===== src/rtl/sdffe_pipe_m.sv =====
// ---------------------------------------------------------------------------
// sdffe_pipe_m
// DEPTH-stage delay line of synchronous-reset, enable-gated flip-flops, each
// stage carrying a valid bit. A registered up/down counter tracks how many
// stages hold valid data, and EMPTY flags a drained pipe.
//
// EN advances the pipe when EN == EN_POLARITY. SRST is synchronous and
// active-high, and it takes priority over everything else.
//
// Optional feature: define SDFFE_PIPE_FLUSH_EN to add a synchronous FLUSH
// input. FLUSH clears every valid bit and COUNT but leaves the data stages
// untouched. Priority is SRST > FLUSH > EN.
// ---------------------------------------------------------------------------
module sdffe_pipe_m #(
   parameter int   WIDTH       = 8,
   parameter int   DEPTH       = 3,
   parameter logic EN_POLARITY = 1'b0,
   parameter       SRST_VALUE  = 8'hA5,
   parameter int   CW          = $clog2(DEPTH + 1)
) (
   input  logic             CLK,
   input  logic             SRST,
`ifdef SDFFE_PIPE_FLUSH_EN
   input  logic             FLUSH,
`endif
   input  logic             EN,
   input  logic [WIDTH-1:0] D,
   input  logic             D_VALID,
   output logic [WIDTH-1:0] Q,
   output logic             Q_VALID,
   output logic [CW-1:0]    COUNT,
   output logic             EMPTY
);

   // Reset value fitted to the data width (truncated or zero-extended).
   localparam logic [WIDTH-1:0] RST_DATA = WIDTH'(SRST_VALUE);

   logic [WIDTH-1:0] stage_q [DEPTH];
   logic [DEPTH-1:0] valid_q;
   logic [CW-1:0]    count_q;
   logic             en_active;

   // An X on EN falls through to "hold", and SRST is tested first anyway.
   assign en_active = (EN == EN_POLARITY);

   // Data path: reset loads SRST_VALUE, advance shifts, otherwise hold.
   // NOTE: the data stages are reset here on purpose because Q must read
   // SRST_VALUE straight after reset. A plain storage array would normally
   // be left unreset.
   always_ff @(posedge CLK) begin
      // NOTE: use non-blocking assignments so every stage samples its
      // neighbour's pre-edge value. Blocking assignments would collapse the
      // shift register into a single stage.
      if (SRST) begin
         for (int i = 0; i < DEPTH; i++) stage_q[i] <= RST_DATA;
      end
`ifdef SDFFE_PIPE_FLUSH_EN
      else if (FLUSH) begin
         // Flush leaves the data where it is.
      end
`endif
      else if (en_active) begin
         stage_q[0] <= D;
         for (int i = DEPTH - 1; i > 0; i--) stage_q[i] <= stage_q[i-1];
      end
   end

   // Control path: the valid bits shift with the data, and COUNT moves by
   // (valid in) - (valid out).
   always_ff @(posedge CLK) begin
      if (SRST) begin
         valid_q <= '0;
         count_q <= '0;
      end
`ifdef SDFFE_PIPE_FLUSH_EN
      else if (FLUSH) begin
         valid_q <= '0;
         count_q <= '0;
      end
`endif
      else if (en_active) begin
         valid_q[0] <= D_VALID;
         for (int i = DEPTH - 1; i > 0; i--) valid_q[i] <= valid_q[i-1];
         // The outgoing valid bit is the pre-edge value of the last stage.
         case ({D_VALID, valid_q[DEPTH-1]})
            2'b10:   count_q <= count_q + CW'(1);
            2'b01:   count_q <= count_q - CW'(1);
            default: count_q <= count_q;
         endcase
      end
   end

   assign Q       = stage_q[DEPTH-1];
   assign Q_VALID = valid_q[DEPTH-1];
   assign COUNT   = count_q;
   assign EMPTY   = (count_q == '0);

endmodule


===== config.mk =====
export PLATFORM = sky130hd
export DESIGN_NAME = sdffe_pipe_m
export DESIGN_NICKNAME = d
export VERILOG_FILES = /design/src/rtl/sdffe_pipe_m.sv
export SDC_FILE = /design/constraint.sdc
export NUM_CORES = 1
export LEC_CHECK = 0
export ABC_AREA = 1
export BUFFER_PORTS_ARGS = -buffer_cell sky130_fd_sc_hd__buf_2
export CAP_MARGIN = 20
export CELL_PAD_IN_SITES_DETAIL_PLACEMENT = 2
export CELL_PAD_IN_SITES_GLOBAL_PLACEMENT = 2
export CORE_MARGIN = 2
export CORE_UTILIZATION = 37
export CTS_CLUSTER_SIZE = 24
export DETAILED_ROUTE_END_ITERATION = 16
export PLACE_DENSITY = 0.81
export SLEW_MARGIN = 0
export SYNTH_ARGS = -nofsm -noshare
export SYNTH_HDL_FRONTEND = slang
export SYNTH_SLANG_ARGS = --single-unit

===== constraint.sdc =====
create_clock -name CLK -period 1.9 [get_ports CLK]
set_input_delay 0.285 -clock CLK [delete_from_list [all_inputs] [get_ports CLK]]
set_output_delay 0.285 -clock CLK [all_outputs]
set_load 0.05 [all_outputs]

Yosys cells after proc, flatten, opt, wreduce, memory -nomap -nowiden

Memories as Yosys holds them, arrays and structs flattened.
Cells that the tools add are included.

Output and inout bits: 12
Memories kept: 1
Logic and storage cells: 23
Input port bits: 12
Bits in writable memories: 24
Flip-flop bits (word level): 5

Multiplexer cells: 9
Bitwise logic cells: 4
Reductions and logical operators: 3
Equal/unequal tests: 2
$add $sub $neg: 2

Memory list:

| name    | words | bits a word | read ports | clocked after memory_dff | write ports | line | source |
|---|---|---|---|---|---|---|---|
| stage_q | 3     | 8           | 3          | 0                        | 3           | 38   | `logic [WIDTH-1:0] stage_q [DEPTH];` |

Operators with widths:

| operator                                                               | count |
|---|---|
| 8-bit two-way mux                                                      | 3 |
| 1-bit two-way mux                                                      | 5 |
| 2-bit case mux with 2 select lines                                     | 1 |
| 1-bit OR                                                               | 3 |
| 2-bit by 1-bit adder with 2-bit output (second input constant)         | 1 |
| 2-bit by 1-bit equality test with 1-bit output (second input constant) | 1 |
| 2-bit equality test (second input constant)                            | 1 |
| 2-bit zero test                                                        | 1 |
| 2-bit AND reduction                                                    | 1 |
| 2-bit nonzero test                                                     | 1 |
| 2-bit by 1-bit subtractor with 2-bit output (second input constant)    | 1 |
| 1-bit NOT                                                              | 1 |

Longest topological paths before layout

Gate-level depths: netlist of the first run.

Word-level depth: 4
Depth in mapped cells: 8
Depth with buffers taken out: 8

Worst setup path before layout of the first run

OpenSTA, ideal clock, no wires.

Path kind: register to output
Start point: reg count_q[0] (netlist: COUNT[0])
End point: out EMPTY
Data required time: 1.615 ns
Cell stages (with the launch flop): 2
Arrival: 1.227 ns
Slack: 0.388 ns
Buffers on the path: 0
Path through: dfxtp_1 > nor2_1

Longest elaborated chain between the ends: 1

Ends and longest elaborated chain:

| what                   | line | source |
|---|---|---|
| from (decl)            | 40   | `logic [CW-1:0] count_q;` |
| from (signal assigned) | 86   | `2'b10: count_q <= count_q + CW'(1);` |
| from (signal assigned) | 87   | `2'b01: count_q <= count_q - CW'(1);` |
| from (signal assigned) | 88   | `default: count_q <= count_q;` |
| 2-bit zero test        | 96   | `assign EMPTY = (count_q == '0);` |
| to (decl)              | 32   | `output logic EMPTY` |

No other way between the ends.

Worst setup path after layout of the first run

Start point: reg count_q[0] (netlist: COUNT[0])
End point: out COUNT[0]

RTL lines:

| what      | line | source |
|---|---|---|
| to (decl) | 31   | `output logic [CW-1:0] COUNT,` |

No word-level cell between the ends.

==> results of run 1 <==
## final cells by class
| class | instances | share of cell area (%) |
|---|---|---|
| flip-flops and latches | 29 | 61.02 |
| multi-input cells | 42 | 16.00 |
| repair buffers | 25 | 9.674 |
| inverters | 20 | 5.581 |
| well taps | 44 | 4.093 |
| clock buffers | 7 | 3.349 |
| clock inverters | 1 | 0.2791 |
## per-layer routing
layer / up-vias / track usage (%) / share of wire [%] / routed length (um)
li1: 355 / - / - / -
met1: 324 / 14.60 / 40 / 853
met2: 16 / 23.96 / 55 / 1181
met3: 0 / 7.036 / 5.4 / 117
met4: 0 / 5.590 / 0 / 0
met5: - / 0 / 0 / 0
## flip-flops by register name (all words and copies together), names as in the netlist
register and cells:
COUNT 2, stage_q 24, valid_q 3
## logic make-up (layout without fill, tap and decap cells)
group	after synthesis	after routing	synth area share, %
simple gates	36	36	14.41
compound gates	5	5	2.504
buf+inv	31	53	13.57
flops	29	29	68.48
fa+ha+maj	1	1	1.044
## final timing paths
kind,endpoint,slack [ns],cells past startpoint
hold reg to reg,valid_q[1],0.51,2
setup reg to reg,COUNT[1],0.64,6
hold / removal,stage_q[0][5],0.22,2
setup / recovery,COUNT[0],0.58,1
## stage by stage
step                      power (mW)  std cells  setup WS, ns  utilization, %  hold slack, ns
final                          1.193        168        0.5808           43.70          0.2241
after floorplan               0.8479        102        0.3883               -          0.4237
after detailed placement      0.8790        160        0.4076           42.11          0.4914
after global placement        0.8659        160        0.4708           42.11          0.4594
after CTS                      1.215        168        0.5515           43.70          0.2074
after global routing           1.261        168        0.4767           43.70          0.1926
## power by group through the flow
stage	Combinational (mW)	Clock, mW	Sequential (mW)
6_report	0.124	0.332	0.737
4_1_cts	0.126	0.351	0.738
3_3_place_gp	0.118	0	0.748
2_1_floorplan	0.0900	0	0.758
5_1_grt	0.136	0.383	0.742
3_5_place_dp	0.126	0	0.753
## synth_stat cells (all sizes together)
cell / number
edfxtp: 24
or2: 13
ha: 1
nand4: 1
o21a: 1
nor2: 15
o22ai: 2
nand3: 2
nand2: 5
inv: 20
o21ai: 1
buf: 11
dfxtp: 5
a21oi: 1
==> impl_metrics.yaml, run 1 <==
route:
  final_antenna_net_count: 0
  detailroute.via_count: 695
  wl_um: 2153
  wl_per_cell_um: 12.82
  first_iter_violations: 17
  dr.pass1.iters: 2
  via_per_inst: 4.137
  drc: 0
yosys:
  yosysWarnings: 0
  netlist_area_sq_mm: 0.001199
  synth_area_leaders: "edfxtp_1 60%, dfxtp_1 8.4%, inv_1 6.3%"
  synth_cell_types: 17
  synth-seq-area-share_pct: 68.48
  postSynthAreaPerCell_sq_um: 11.75
  synth_nets: 115
  synth_top_area_share_pct: 60.13
  synthCells: 102
  synth.largest_area_cell: "edfxtp_1"
  ys_ff_latch: 29
critical_path:
  cp.required_ns: 1.62
  worst-path-buf-inv: 1
  max_stage_delay_ns: 0.43
  startpoint: "COUNT[0]"
  arrival_ns: 1.03
  path_cells: "buf_2"
  cp_max_fo: 6
  r2r-start: "valid_q[2]"
  critPathCaptureType: "output port"
  cp-start-kind: "flip-flop"
  crit_type: "reg2out"
  cp_top_family: "flip-flops"
  cp_slowest_cell: "dfxtp_1"
timing:
  finalCritPeriodShare_pct: 69.43
  post-route-min-period_ns: 1.319
  skew_ns: 0.01014
  slew_headroom_pct: 64.00
  drv_slew: 0
  worst_slew_pin_slew_ns: 0.5400
  setup_viol_count_final: 0
  rsz0062_at_grt: "no"
  fmaxAchievable_mhz: 758.0
  hold_viol_final: 0
  fin_setup_tns_ns: 0
global_routing:
  grt.total_usage_pct: 13.99
  first_global_vias: 744
  grt_pass1_wl_um: 3484
  grt_max_degree: 27
  antenna_found_initial: 0
  grt_remaining_overflow: 0
pwr:
  p_leak_nw: 0.5455
  power_density_mw_per_mm2: 886.7
  ir_drop_v: 0.0003432
  seqPwrFrac_pct: 61.8
  p_sw_mw: 0.2920
  p_sw_share_pct: 24.48
  intPower_mw: 0.9007
  p_clk_share_pct: 27.8
  comb_power_share_pct: 10.4
finish:
  regArea_sq_um: 820.8
  layout_commonest_cell: "edfxtp_1"
  antenna-diode-count: 0
  fin_nets: 136
  nFillCells: 319
  multi_input_area_sq_um: 215.2
  area_growth_pct: 12.21
  final_cell_mix: "24 x edfxtp_1, 23 x buf_2, 20 x inv_1"
  drive_gt1_share_pct: 29.84
  fin_area_sq_mm: 0.001345
cts:
  numClockSinks: 29
  clk_latency_ns: 0.31
  htreeDepth: 2
  post_cts_buffers: 0
  numCtsBuffers: 5
  cts_tree: "yes"
  cts-resized-gates: 0
  postCtsHoldBufs: 0
  clockRootBuffer: "clkbuf_4"
  clk_pin_slew_ns: 0.09
  clockBufferDepth: 2
job:
  max_cap_viol_count: 0
placed_design:
  port_buffers: 23
  placed_cell_area_sq_mm: 0.001296
  place_hpwl_um: 1620
  routabilityCongestion: 0.8053
floorplan:
  die_x_um: 60.92
  die_area_sq_mm: 0.003711
  die_height_um: 60.92
  rows: 20
  pin_count: 24
  start_util_pct: 38.94
  core_sq_mm: 0.003078
worst_hold_path:
  hold_path_class: "in2reg"
  min-delay-start: "D[5]"
status:
  status: "finished, final reports clean"
No activity file was read; power rests on OpenSTA's default activity.
==> run 2: changes to the inputs <==
--- a/config.mk
+++ b/config.mk
@@ -11,10 +11,10 @@
 export CELL_PAD_IN_SITES_DETAIL_PLACEMENT = 2
 export CELL_PAD_IN_SITES_GLOBAL_PLACEMENT = 2
 export CORE_MARGIN = 2
-export CORE_UTILIZATION = 37
+export CORE_UTILIZATION = 31
 export CTS_CLUSTER_SIZE = 24
 export DETAILED_ROUTE_END_ITERATION = 16
-export PLACE_DENSITY = 0.81
+export PLACE_DENSITY = 0.72
 export SLEW_MARGIN = 0
 export SYNTH_ARGS = -nofsm -noshare
 export SYNTH_HDL_FRONTEND = slang
==> constraint.sdc (replaced) <==
create_clock -name CLK -period 1.1 [get_ports CLK]
set_input_delay 0.165 -clock CLK [delete_from_list [all_inputs] [get_ports CLK]]
set_output_delay 0.165 -clock CLK [all_outputs]
set_load 0.05 [all_outputs]
==> impl_metrics.yaml, run 2 (synthesis results as in run 1) <==
status:
  status: "finished, final reports clean"
critical_path:
  crit_type: "reg2out"
  path_cells: "buf_2"
  critPathCaptureType: "output port"
  cp-start-kind: "flip-flop"
  arrival_ns: 0.89
  cp.required_ns: 0.94
  worst-path-buf-inv: 1
  max_stage_delay_ns: 0.36
  cp_top_family: "flip-flops"
  cp_slowest_cell: "dfxtp_4"
  cp_max_fo: 3
pwr:
  power_density_mw_per_mm2: 1582
  ir_drop_v: 0.0006300
  p_leak_nw: 0.5837
  p_total_mw: 2.316
global_routing:
  grt.total_usage_pct: 11.20
  grt_remaining_overflow: 0
  grt_pass1_wl_um: 3456
  antenna_found_initial: 0
  grt_max_degree: 27
  first_global_vias: 753
route:
  wl_per_cell_um: 11.54
  dr.pass1.iters: 2
  final_antenna_net_count: 0
  via_per_inst: 4.154
  first_iter_violations: 12
  detailroute.via_count: 727
  drc: 0
  wl_um: 2019
timing:
  fin_setup_tns_ns: 0
  slew_headroom_pct: 74.63
  setup_viol_count_final: 0
  skew_ns: 0.003587
  worst_slew_pin_slew_ns: 0.3805
  hold_viol_final: 0
  fmaxAchievable_mhz: 949.0
  drv_slew: 0
  rsz0062_at_grt: "no"
  post-route-min-period_ns: 1.054
  finalCritPeriodShare_pct: 95.80
cts:
  post_cts_buffers: 0
  clk_pin_slew_ns: 0.06
  htreeDepth: 2
  clk_latency_ns: 0.27
  postCtsHoldBufs: 0
  clockRootBuffer: "clkbuf_8"
  numClockSinks: 29
  clockBufferDepth: 2
  cts_tree: "yes"
  numCtsBuffers: 5
placed_design:
  routabilityCongestion: 0.6739
  place_hpwl_um: 1472
  port_buffers: 23
  dp.cells: 167
finish:
  drive_gt1_share_pct: 37.80
  area_growth_pct: 22.13
  fin_nets: 139
  antenna-diode-count: 0
  regMostFlops: "stage_q"
  nFillCells: 398
  multi_input_area_sq_um: 245.2
  regArea_sq_um: 827.0
  largest_register_ffs: 24
  stdcell_count: 175
  final_util_pct: 39.69
  final_cell_mix: "24 x edfxtp_1, 20 x inv_1, 20 x buf_2"
  layout_commonest_cell: "edfxtp_1"
job:
  max_cap_viol_count: 0
floorplan:
  pin_count: 24
  start_util_pct: 32.50
  die_height_um: 66.18
  core_sq_mm: 0.003689
  rows: 22
  die_area_sq_mm: 0.004380
  die_x_um: 66.18
worst_hold_path:
  hold_path_class: "in2reg"
==> run 2: per-layer routing <==
metal | global-route usage (%) | part of all wire, %
met5 | 0 | 0
met4 | 7.653 | 2.6
met2 | 17.75 | 51
met3 | 5.281 | 5.9
met1 | 11.66 | 41
==> run 2: area by class of cell <==
class	instances	area share, %
Clock buffer	7	5.214
Clock inverter	1	0.2564
Inverter	20	5.128
Multi-Input combinational cell	42	16.75
Sequential cell	29	56.50
Tap cell	48	4.103
Timing Repair Buffer	28	12.05
==> run 2: timing repair <==
| action | 4_1_cts | 5_1_grt |
|---|---|---|
| pin swaps | 0 | 2 |
| endpoints found under the setup margin | 3 | 3 |
| resized for setup | 4 | 3 |
==> run 2: final timing paths <==
check                      from              to  slack, ns  depth (start not counted)
setup / recovery     valid_q[2]         Q_VALID       0.05                          1
hold / removal             D[0]   stage_q[0][0]       0.15                          2
setup reg to reg     valid_q[2]        COUNT[0]       0.07                          4
hold reg to reg   stage_q[0][5]  stage_q[0][13]       0.50                          1
==> run 2: report_power, final <==
part           internal (mW)  switching, mW  leakage (nW)  total, mW
sequential              1.25         0.0217         0.277       1.27
clock                  0.439          0.359        0.0399      0.798
combinational         0.0827          0.161         0.267      0.244
==> run 2: through the flow <==
stage | hold WS [ns] | worst slack (ns) | instance area (sq um)
6_report | 0.1521 | 0.04621 | 1464
5_1_grt | 0.1423 | 0.007978 | 1464
4_1_cts | 0.1425 | 0.002884 | 1454
3_5_place_dp | 0.4348 | -0.1415 | 1365
3_3_place_gp | 0.4293 | -0.1031 | 1365
2_1_floorplan | 0.3027 | -0.06538 | 1227
==> run 3: changes to the inputs <==
--- a/config.mk
+++ b/config.mk
@@ -15,6 +15,7 @@
 export CTS_CLUSTER_SIZE = 24
 export DETAILED_ROUTE_END_ITERATION = 16
 export PLACE_DENSITY = 0.72
+export REMOVE_ABC_BUFFERS = 1
 export SLEW_MARGIN = 0
 export SYNTH_ARGS = -nofsm -noshare
 export SYNTH_HDL_FRONTEND = slang
==> impl_metrics.yaml, run 3 (synthesis results as in run 1) <==
route:
  via_per_inst: 4.188
  drc: 0
  detailroute.via_count: 737
  wl_um: 2410
  final_antenna_net_count: 0
  dr.pass1.iters: 4
  first_iter_violations: 32
  wl_per_cell_um: 13.69
timing:
  finalCritPeriodShare_pct: 97.38
  worst_slew_pin_slew_ns: 0.4021
  drv_slew: 0
  fin_setup_tns_ns: 0
  timing.final.ws_setup_ns: 0.02887
  fmaxAchievable_mhz: 933.6
  slew_headroom_pct: 73.19
  setup_viol_count_final: 0
  rsz0062_at_grt: "yes"
  hold_viol_final: 0
  skew_ns: 0.003900
  post-route-min-period_ns: 1.071
pwr:
  comb_power_share_pct: 10.9
  p_sw_share_pct: 24.68
  power_density_mw_per_mm2: 1584
  p_leak_nw: 0.5996
  ir_drop_v: 0.0004984
  p_clk_share_pct: 35.0
  intPower_mw: 1.781
  seqPwrFrac_pct: 54.1
  p_sw_mw: 0.5836
critical_path:
  r2r_end: "COUNT[1]"
  crit_type: "reg2out"
  arrival_ns: 0.91
  cp_max_fo: 4
  cp.required_ns: 0.94
  critPathCaptureType: "output port"
  rrSetupSlack_ns: 0.06
  cp-start-kind: "flip-flop"
  r2r-start: "valid_q[2]"
  rr_worst_depth: 6
finish:
  nFillCells: 394
  antenna-diode-count: 0
  regMostFlops: "stage_q"
  fin_area_sq_mm: 0.001493
  final_cell_mix: "24 x edfxtp_1, 20 x inv_1, 18 x buf_2"
  drive_gt1_share_pct: 39.06
  largest_register_ffs: 24
  layout_commonest_cell: "edfxtp_1"
  fin_nets: 140
  area_growth_pct: 24.53
cts:
  numCtsBuffers: 5
  clockRootBuffer: "clkbuf_8"
  clockBufferDepth: 2
  htreeDepth: 2
  clk_latency_ns: 0.28
  clk_pin_slew_ns: 0.06
  numClockSinks: 29
  cts_tree: "yes"
  post_cts_buffers: 0
job:
  max_cap_viol_count: 0
global_routing:
  grt_remaining_overflow: 0
  first_global_vias: 783
  antenna_found_initial: 0
  grt_pass1_wl_um: 3912
  grt.total_usage_pct: 12.93
  grt_max_degree: 27
worst_hold_path:
  min-delay-start: "D[2]"
  min_to: "stage_q[0][2]"
  holdPathStages: 2
  hold_path_class: "in2reg"
floorplan:
  rows: 22
  start_util_pct: 32.50
  core_sq_mm: 0.003689
  die_height_um: 66.18
  pin_count: 24
  die_x_um: 66.18
  die_area_sq_mm: 0.004380
placed_design:
  port_buffers: 23
  routabilityCongestion: 0.6635
  place_ws_ns: -0.1678
  place_hpwl_um: 1673
  placed_cell_area_sq_mm: 0.001344
status:
  status: "finished, final reports clean"
[run 3: routing by layer]
layer	vias up	global-route usage (%)	part of all wire, %
met5	-	0	0
met4	0	4.592	0
met3	0	5.622	4.8
met2	16	23.13	58
met1	358	13.29	38
li1	363	-	-
[run 3: final cells by class]
class / instances / area [sq um] / share of cell area (%)
tap: 48 / 60.06 / 4.023
clock inverter: 2 / 10.01 / 0.6706
timing repair buffer: 29 / 200.2 / 13.41
multi-input combinational: 42 / 247.7 / 16.60
sequential: 29 / 827.0 / 55.41
clock buffer: 6 / 72.57 / 4.862
inverter: 20 / 75.07 / 5.029
[run 3: repair_timing]
item                       in CTS  in global routing
setup endpoints to repair       6                  7
hold buffers                    0                  0
pin swaps                       1                  2
resized for setup              10                 10
[run 3: worst max-delay path by stage]
stage	startpoint	end	slack, ns	depth (start not counted)
floorplan	valid_q[2]	COUNT[1]	-0.35	5
global placement	EN	stage_q[0][16]	-0.12	3
detailed placement	EN	stage_q[0][16]	-0.17	3
CTS	COUNT[0]	EMPTY	0.003	2
global route	valid_q[2]	COUNT[1]	-0.02	6
finish	COUNT[1]	EMPTY	0.03	2
[run 3: stage by stage]
step	power, mW	utilization (%)	instances	hold slack, ns
6_report	2.365	40.47	176	0.1491
5_1_grt	2.483	40.47	176	0.1403
4_1_cts	2.395	39.45	176	0.1359
3_5_place_dp	1.533	36.43	168	0.4347
3_3_place_gp	1.513	36.43	168	0.4285
2_1_floorplan	1.438	-	91	0.3037
[run 3: critical path, stage by stage (launching register included)]
cell and delay [ns]:
dfxtp_2 0.35, nor2_4 0.13, buf_8 0.15
[run 3: power groups by stage]
stage	clock network, mW	logic, mW	registers, mW
after floorplan	0	0.0827	1.36
after global placement	0	0.221	1.29
after detailed placement	0	0.233	1.30
after CTS	0.867	0.249	1.28
after global routing	0.919	0.279	1.29
final	0.829	0.258	1.28
